`config.mk`:
```
export PLATFORM = sky130hd
export DESIGN_NAME = lock_ctrl_fsm
export DESIGN_NICKNAME = d
export VERILOG_FILES = /design/src/rtl/lock_pkg.sv /design/src/rtl/sec_prescaler.sv /design/src/rtl/lock_ctrl_fsm.sv
export SDC_FILE = /design/constraint.sdc
export NUM_CORES = 1
export LEC_CHECK = 0
export BUFFER_PORTS_ARGS = -buffer_cell sky130_fd_sc_hd__buf_2
export CORE_AREA = 8 8 60 100
export DETAILED_ROUTE_END_ITERATION = 10
export DIE_AREA = 0 0 68 108
export MAX_ROUTING_LAYER = met4
export PLACE_DENSITY = 0.84
export SKIP_LAST_GASP = 1
export SLEW_MARGIN = 20
export SYNTH_ARGS = -nofsm -noshare
export SYNTH_HDL_FRONTEND = slang
export SYNTH_SLANG_ARGS = --single-unit
```
`constraint.sdc`:
```
create_clock -name clk -period 3.1 [get_ports clk]
set_input_delay 0.31 -clock clk [delete_from_list [all_inputs] [get_ports clk]]
set_output_delay 0.31 -clock clk [all_outputs]
set_load 0.005 [all_outputs]
```
`src/rtl/lock_pkg.sv`:
```
// Shared types and constants for the password-lock control path.
package lock_pkg;

  typedef enum logic [2:0] {
    WAITING,
    EDITING,
    CHECK,
    UNLOCKED,
    ALARMING
  } state_t;

  localparam logic [1:0] CODE_WAITING  = 2'b00;
  localparam logic [1:0] CODE_EDITING  = 2'b01;
  localparam logic [1:0] CODE_UNLOCKED = 2'b10;
  localparam logic [1:0] CODE_ALARMING = 2'b11;

  localparam logic [3:0] LED_WAITING   = 4'b0001;
  localparam logic [3:0] LED_EDITING   = 4'b0011;
  localparam logic [3:0] LED_UNLOCKED  = 4'b1111;
  localparam logic [3:0] LED_ALARM_ON  = 4'b1111;

  // CHECK is internal and reports as editing.
  function automatic logic [1:0] state_code(input state_t s);
    case (s)
      WAITING:        return CODE_WAITING;
      EDITING, CHECK: return CODE_EDITING;
      UNLOCKED:       return CODE_UNLOCKED;
      ALARMING:       return CODE_ALARMING;
      default:        return CODE_WAITING;
    endcase
  endfunction

endpackage

```
`src/rtl/sec_prescaler.sv`:
```
// Divides clk down to a one-cycle sec_tick every TICK_DIV cycles.
// restart zeroes the phase so the next tick lands TICK_DIV cycles later.
module sec_prescaler #(
  parameter int TICK_DIV = 50_000_000
) (
  input  logic clk,
  input  logic rst_n,
  input  logic restart,
  output logic sec_tick
);

  localparam int CNT_W = (TICK_DIV > 1) ? $clog2(TICK_DIV) : 1;
  localparam logic [CNT_W-1:0] CNT_LAST = CNT_W'(TICK_DIV - 1);

  logic [CNT_W-1:0] cnt;

  // Phase counter, wraps at TICK_DIV-1 or on restart.
  always_ff @(posedge clk or negedge rst_n) begin
    if (!rst_n)                          cnt <= '0;
    else if (restart || cnt == CNT_LAST) cnt <= '0;
    else                                 cnt <= cnt + CNT_W'(1);
  end

  assign sec_tick = (cnt == CNT_LAST);

endmodule

```
`src/rtl/lock_ctrl_fsm.sv`:
```
// Central state controller of the password lock: sequencing, timeouts,
// wrong-entry counter and indicator outputs. All outputs are registered.
module lock_ctrl_fsm
  import lock_pkg::*;
#(
  parameter int TICK_DIV         = 50_000_000,
  parameter int EDIT_TIMEOUT_S   = 10,
  parameter int UNLOCK_TIMEOUT_S = 20,
  parameter int MAX_ERRORS       = 3,
  parameter int CHECK_WAIT       = 16,
  localparam int ERR_W           = $clog2(MAX_ERRORS + 1)
) (
  input  logic             clk,
  input  logic             rst_n,
  input  logic             edit_toggle,
  input  logic             key_activity,
  input  logic             ok_pulse,
  input  logic             admin_clear,
  input  logic             check_valid,
  input  logic             check_pass,
  output logic             check_req,
  output logic             clear_entry,
  output logic [1:0]       state_out,
  output logic [3:0]       leds,
  output logic [ERR_W-1:0] err_count,
  output logic             alarm
);

  localparam int SEC_MAX = (EDIT_TIMEOUT_S > UNLOCK_TIMEOUT_S) ? EDIT_TIMEOUT_S : UNLOCK_TIMEOUT_S;
  localparam int SEC_W   = $clog2(SEC_MAX + 1);
  localparam int CHK_W   = $clog2(CHECK_WAIT + 1);

  localparam logic [SEC_W-1:0] EDIT_LAST   = SEC_W'(EDIT_TIMEOUT_S - 1);
  localparam logic [SEC_W-1:0] UNLOCK_LAST = SEC_W'(UNLOCK_TIMEOUT_S - 1);
  localparam logic [CHK_W-1:0] CHK_LAST    = CHK_W'(CHECK_WAIT - 1);
  localparam logic [ERR_W-1:0] ERR_MAX     = ERR_W'(MAX_ERRORS);

  state_t           state, nxt;
  logic             edit_q, armed, edit_edge;
  logic [SEC_W-1:0] sec;
  logic [CHK_W-1:0] chk_cnt;
  logic             sec_tick, restart;
  logic             edit_to, unlock_to, chk_to;
  logic [ERR_W-1:0] err_inc, nxt_err;
  logic             nxt_req, nxt_clr;
  logic [3:0]       nxt_leds;

  sec_prescaler #(.TICK_DIV(TICK_DIV)) u_presc (
    .clk      (clk),
    .rst_n    (rst_n),
    .restart  (restart),
    .sec_tick (sec_tick)
  );

  // Edit-switch edge detect; the first cycle after reset only loads the copy.
  always_ff @(posedge clk or negedge rst_n) begin
    if (!rst_n) begin
      armed  <= 1'b0;
      edit_q <= 1'b0;
    end else begin
      armed  <= 1'b1;
      edit_q <= edit_toggle;
    end
  end

  assign edit_edge = armed & (edit_toggle ^ edit_q);

  // Timer restarts on any state change and on key activity while editing.
  assign restart = (nxt != state) || (state == EDITING && key_activity);

  // Seconds since last restart, saturating.
  always_ff @(posedge clk or negedge rst_n) begin
    if (!rst_n)                          sec <= '0;
    else if (restart)                    sec <= '0;
    else if (sec_tick && sec != '1)      sec <= sec + SEC_W'(1);
  end

  // Cycles spent waiting for a verdict in CHECK.
  always_ff @(posedge clk or negedge rst_n) begin
    if (!rst_n)                                chk_cnt <= '0;
    else if (state == CHECK && nxt == CHECK)   chk_cnt <= chk_cnt + CHK_W'(1);
    else                                       chk_cnt <= '0;
  end

  assign edit_to   = sec_tick && (sec == EDIT_LAST);
  assign unlock_to = sec_tick && (sec == UNLOCK_LAST);
  assign chk_to    = (chk_cnt == CHK_LAST);
  assign err_inc   = (err_count == ERR_MAX) ? ERR_MAX : err_count + ERR_W'(1);

  // Next-state, error count and strobe decode.
  always_comb begin
    nxt     = state;
    nxt_err = err_count;
    nxt_req = 1'b0;
    nxt_clr = 1'b0;
    unique case (state)
      WAITING: begin
        if (edit_edge) begin
          nxt     = EDITING;
          nxt_clr = 1'b1;
        end
      end
      EDITING: begin
        // ok beats activity and timeout; activity (via restart) beats timeout
        if (ok_pulse) begin
          nxt     = CHECK;
          nxt_req = 1'b1;
        end else if (!key_activity && edit_to) begin
          nxt     = WAITING;
          nxt_clr = 1'b1;
        end
      end
      CHECK: begin
        if (check_valid && check_pass) begin
          nxt     = UNLOCKED;
          nxt_err = '0;
        end else if (check_valid || chk_to) begin
          nxt_clr = 1'b1;
          nxt_err = err_inc;
          nxt     = (err_inc == ERR_MAX) ? ALARMING : EDITING;
        end
      end
      UNLOCKED: begin
        if (ok_pulse || unlock_to) begin
          nxt     = WAITING;
          nxt_clr = 1'b1;
        end
      end
      ALARMING: begin
        if (admin_clear) begin
          nxt     = WAITING;
          nxt_err = '0;
        end
      end
      default: nxt = WAITING;
    endcase
    // admin clear outside alarm wipes the count and can veto an alarm entry
    if (admin_clear && state != ALARMING) begin
      nxt_err = '0;
      if (nxt == ALARMING) nxt = EDITING;
    end
  end

  // LED pattern for the upcoming state; alarm blinks on each second.
  always_comb begin
    nxt_leds = LED_WAITING;
    case (nxt)
      WAITING:        nxt_leds = LED_WAITING;
      EDITING, CHECK: nxt_leds = LED_EDITING;
      UNLOCKED:       nxt_leds = LED_UNLOCKED;
      ALARMING:       nxt_leds = (state != ALARMING) ? LED_ALARM_ON :
                                 (sec_tick ? ~leds : leds);
      default:        nxt_leds = LED_WAITING;
    endcase
  end

  // State and registered outputs.
  always_ff @(posedge clk or negedge rst_n) begin
    if (!rst_n) begin
      state       <= WAITING;
      state_out   <= CODE_WAITING;
      leds        <= LED_WAITING;
      err_count   <= '0;
      alarm       <= 1'b0;
      check_req   <= 1'b0;
      clear_entry <= 1'b0;
    end else begin
      state       <= nxt;
      state_out   <= state_code(nxt);
      leds        <= nxt_leds;
      err_count   <= nxt_err;
      alarm       <= (nxt == ALARMING);
      check_req   <= nxt_req;
      clear_entry <= nxt_clr;
    end
  end

endmodule
```
==> summary.md <==
| Metric | Value |
|---|---|
| Post-Synthesis Cells | `288` |
| TritonCTS clock tree | `yes` |
| Ys flop type | `dfrtp_1` |
| Worst path required time | `3.33 ns` |
| Clock network power share | `23.7%` |
| Total Wirelength | `5.78 mm` |
| Routability Congestion | `0.858` |
| Drt pass-1 iters | `5` |
| Critical R2R Launch | `chk_cnt[0]` |
| Relative slew slack | `50.3%` |
| Critical path fanouts, max | `16` |
| Critical Path AT | `2.83 ns` |
| Max stage delay on crit path | `0.61 ns` |
| Fraction of layout cells with a size suffix above 1 | `11.4%` |
| Combinational share of power | `25.7%` |
| Yosys top cell area share | `47.2%` |
| Vias in the first global route | `2149` |
| Reg2Reg Depth | `8` |
| Area growth syn-to-layout | `8.15%` |
| Status | `finished, final reports clean` |
| Net Count, Synth | `302` |
| Sw frac | `35.2%` |
| Met3 usage | `2.48%` |
| CTS clk-pin slew, worst paths | `0.10 ns` |
| Hold crit path type | `input port to asynchronous set/reset pin` |
| Count of state elements after synthesis | `52` |
| Initial core utilization | `58.4%` |
| First-pass GRT wire length | `9.68 mm` |
| Worst setup endpoint | `u_presc.cnt[17]` |
| Critical Path, Cell by Cell | `ha_1 -> and3_1 -> ha_1 -> or2_2 -> a21oi_2 -> o21ai_0 -> or3b_1 -> nor2_1` |
| Slowest stage cell, crit path | `or3b_1` |
| Distinct cells, synth | `49` |
| F_max | `384 MHz` |
| Sink Count | `52` |
| Vias after detailed routing | `2162` |
| Post-layout min period | `2.61 ns` |
| Power Density | `563 mW/mm2` |
| Row count | `33` |
| Fillers | `396` |
| Async SR Flop Fraction | `100%` |
| Period utilisation layout | `84.1%` |
| Global Route met1 Usage | `17.8%` |
| Worst R2R Setup Slack | `0.49 ns` |
| Chip height | `108 um` |
| WS Path Type | `register to register` |
| Synth Area per Inst | `9.38 um2` |
| Sw Pwr | `0.000578 W` |
| Ant. Diodes | `0` |
| Sequential Area | `0.00130 mm2` |
| Grt met2 use | `31.2%` |
| Tot GR Track Use | `17.4%` |
| Busiest layer in global routing | `met2` |
| Worst skew pair latency | `0.31 ns` |
| CP startpoint kind | `register` |
| Chip width | `68 um` |
| CTS buffer count | `5` |
| Max_cap viols | `0` |
| Worst-Margin Slew | `0.746 ns` |
| H-Tree Depth | `2` |
| I/O pins | `19` |
| Post-synth EDFFs | `0` |
| Max Root-Sink Buffers | `2` |
| Setup TNS | `0 ns` |
| Final Hold Viols | `0` |
| Core Region | `0.00462 mm2` |
| Commonest cells in the synthesized netlist | `53 x nor2_1, 51 x dfrtp_1, 22 x nand2_1, 18 x xor2_1, 15 x nand3_1` |
| Critical Path Sink Type | `register` |
| Worst R2R End | `u_presc.cnt[17]` |
| Setup Skew | `0.0121 ns` |
| YS warnings | `0` |
| Post-CTS setup buffer count | `0` |
| # resized after CTS | `0` |
| Grt ovf | `0` |
| Final Setup Violations | `0` |
| Synth top area cells | `dfrtp_1 47%, nor2_1 7.4%, xor2_1 5.8%, xnor2_1 4.2%, nand2_1 3.1%` |
| Die ar. | `0.00734 mm2` |
| Antenna-violating nets left | `0` |
| Final slew viol count | `0` |
| Register area share after synthesis | `48.2%` |
| Final Cell Area | `0.00292 mm2` |
| DRT iter0 DRCs | `170` |
| Static Leakage | `1.27 nW` |
| Root Buffer | `clkbuf_8` |
| Initial antenna violation count | `0` |
| Critical path's most frequent cell | `ha_1` |
| Maximum VDD drop | `0.000479 V` |
| Vias per cell | `6.02` |
| RSZ-0062 raised after global routing | `false` |
| Multi-input gate area | `0.00133 mm2` |
| Critical Path Source | `chk_cnt[0]` |
| DP HPWL | `4.22 mm` |
| DRC viols | `0` |
| # nets final | `320` |
| Count leader, synth | `nor2_1` |
| Hold_buf cts | `0` |
| P_int | `0.00107 W` |
| Share of total power in sequential cells | `50.5%` |
| Largest net degree at the start of global routing | `33` |
| Routed WL per cell | `16.1 um` |
| Leading area contributor after synthesis | `dfrtp_1` |
| Port Buffer Count | `18` |
| Placed Area | `0.00283 mm2` |
| Cell Area, Synth | `0.00270 mm2` |
[critical path: cells and delay by family, from the launching register on]
kind,cells,cell delay (ns)
adders and majority gates,2,0.44
and+or+nand+nor,4,1.37
DFF,1,0.41
AOI/OAI and AO/OA,2,0.32
[cells in the final DEF, fill, tap and decap left out, drive strengths merged, types with 2 or more instances in the layout]
cell type  instances
and3               6
nor4               3
nor2              53
a31oi              3
ha                 6
a221o              2
nand3             15
nor2b              3
a211oi             2
o21ai              6
nand3b             2
xnor2             13
nor3               3
nor3b              2
and3b              2
xor2              18
nor4b              2
nand2             22
clkinvlp           2
nand2b             2
a21oi             14
and4               5
or3b               3
nand4              9
or3                3
dfrtp             51
clkbuf             5
o211ai             2
buf               19
or2                4
inv               10
[state kept, by name, indices dropped and copies added, names as in the netlist]
name / flops
edit_q: 1
check_req: 1
u_presc.cnt: 26
armed: 1
state_out: 2
sec: 5
err_count: 2
clear_entry: 1
alarm: 1
leds: 4
state: 3
chk_cnt: 5
[power by group through the flow]
stage,logic (W),registers (W),clock network [W]
after global routing,0.000475,0.000844,0.000427
after CTS,0.000431,0.000830,0.000402
final,0.000423,0.000831,0.000390
after global placement,0.000422,0.000839,0
after floorplan,0.000322,0.000813,0
after detailed placement,0.000430,0.000843,0
[cells by family (layout without fill, tap and decap cells)]
group	after synthesis	after routing	synth area share, %
xor+xnor	31	31	10.1
compound gates	36	36	8.48
flops	52	52	48.2
fa+ha+maj	6	6	2.78
other cells	1	1	0.139
mux	1	1	0.371
buf+inv	18	37	2.69
simple gates	143	143	27.3
[through the flow]
| stage | total power (W) | setup WS [ns] | utilization [%] | std cells | hold slack, ns |
|---|---|---|---|---|---|
| after floorplan | 0.00113 | 0.659 | - | 288 | 0.0144 |
| after global placement | 0.00126 | 0.614 | 61.2 | 351 | 0.396 |
| after detailed placement | 0.00127 | 0.498 | 61.2 | 351 | 0.402 |
| after CTS | 0.00166 | 0.459 | 63.2 | 359 | 0.0641 |
| after global routing | 0.00175 | 0.301 | 63.2 | 359 | 0.0911 |
| final | 0.00164 | 0.493 | 63.2 | 359 | 0.0567 |
[area by class of cell]
cell class / count / area share (%)
Inverter: 10 / 1.28
Timing Repair Buffer: 19 / 3.34
Clock buffer: 5 / 2.36
Clock inverter: 3 / 0.814
Multi-Input combinational cell: 218 / 45.4
Sequential cell: 52 / 44.6
Tap cell: 52 / 2.23
[worst min-delay path by stage]
stage | from | end | slack (ns) | depth (start not counted)
after floorplan | rst_n | alarm | 0.01 | 0
after global routing | rst_n | err_count[1] | 0.09 | 1
after CTS | rst_n | err_count[1] | 0.06 | 1
after detailed placement | rst_n | chk_cnt[3] | 0.40 | 1
after global placement | rst_n | chk_cnt[3] | 0.40 | 1
final | rst_n | err_count[1] | 0.06 | 1
[layer usage]
| layer | vias to the layer above | share of wire, % |
|---|---|---|
| met5 | - | 0 |
| met1 | 1064 | 38 |
| met2 | 54 | 56 |
| met4 | 0 | 2.3 |
| met3 | 13 | 4.0 |
| li1 | 1031 | - |
Power figures use the tool's default switching activity.
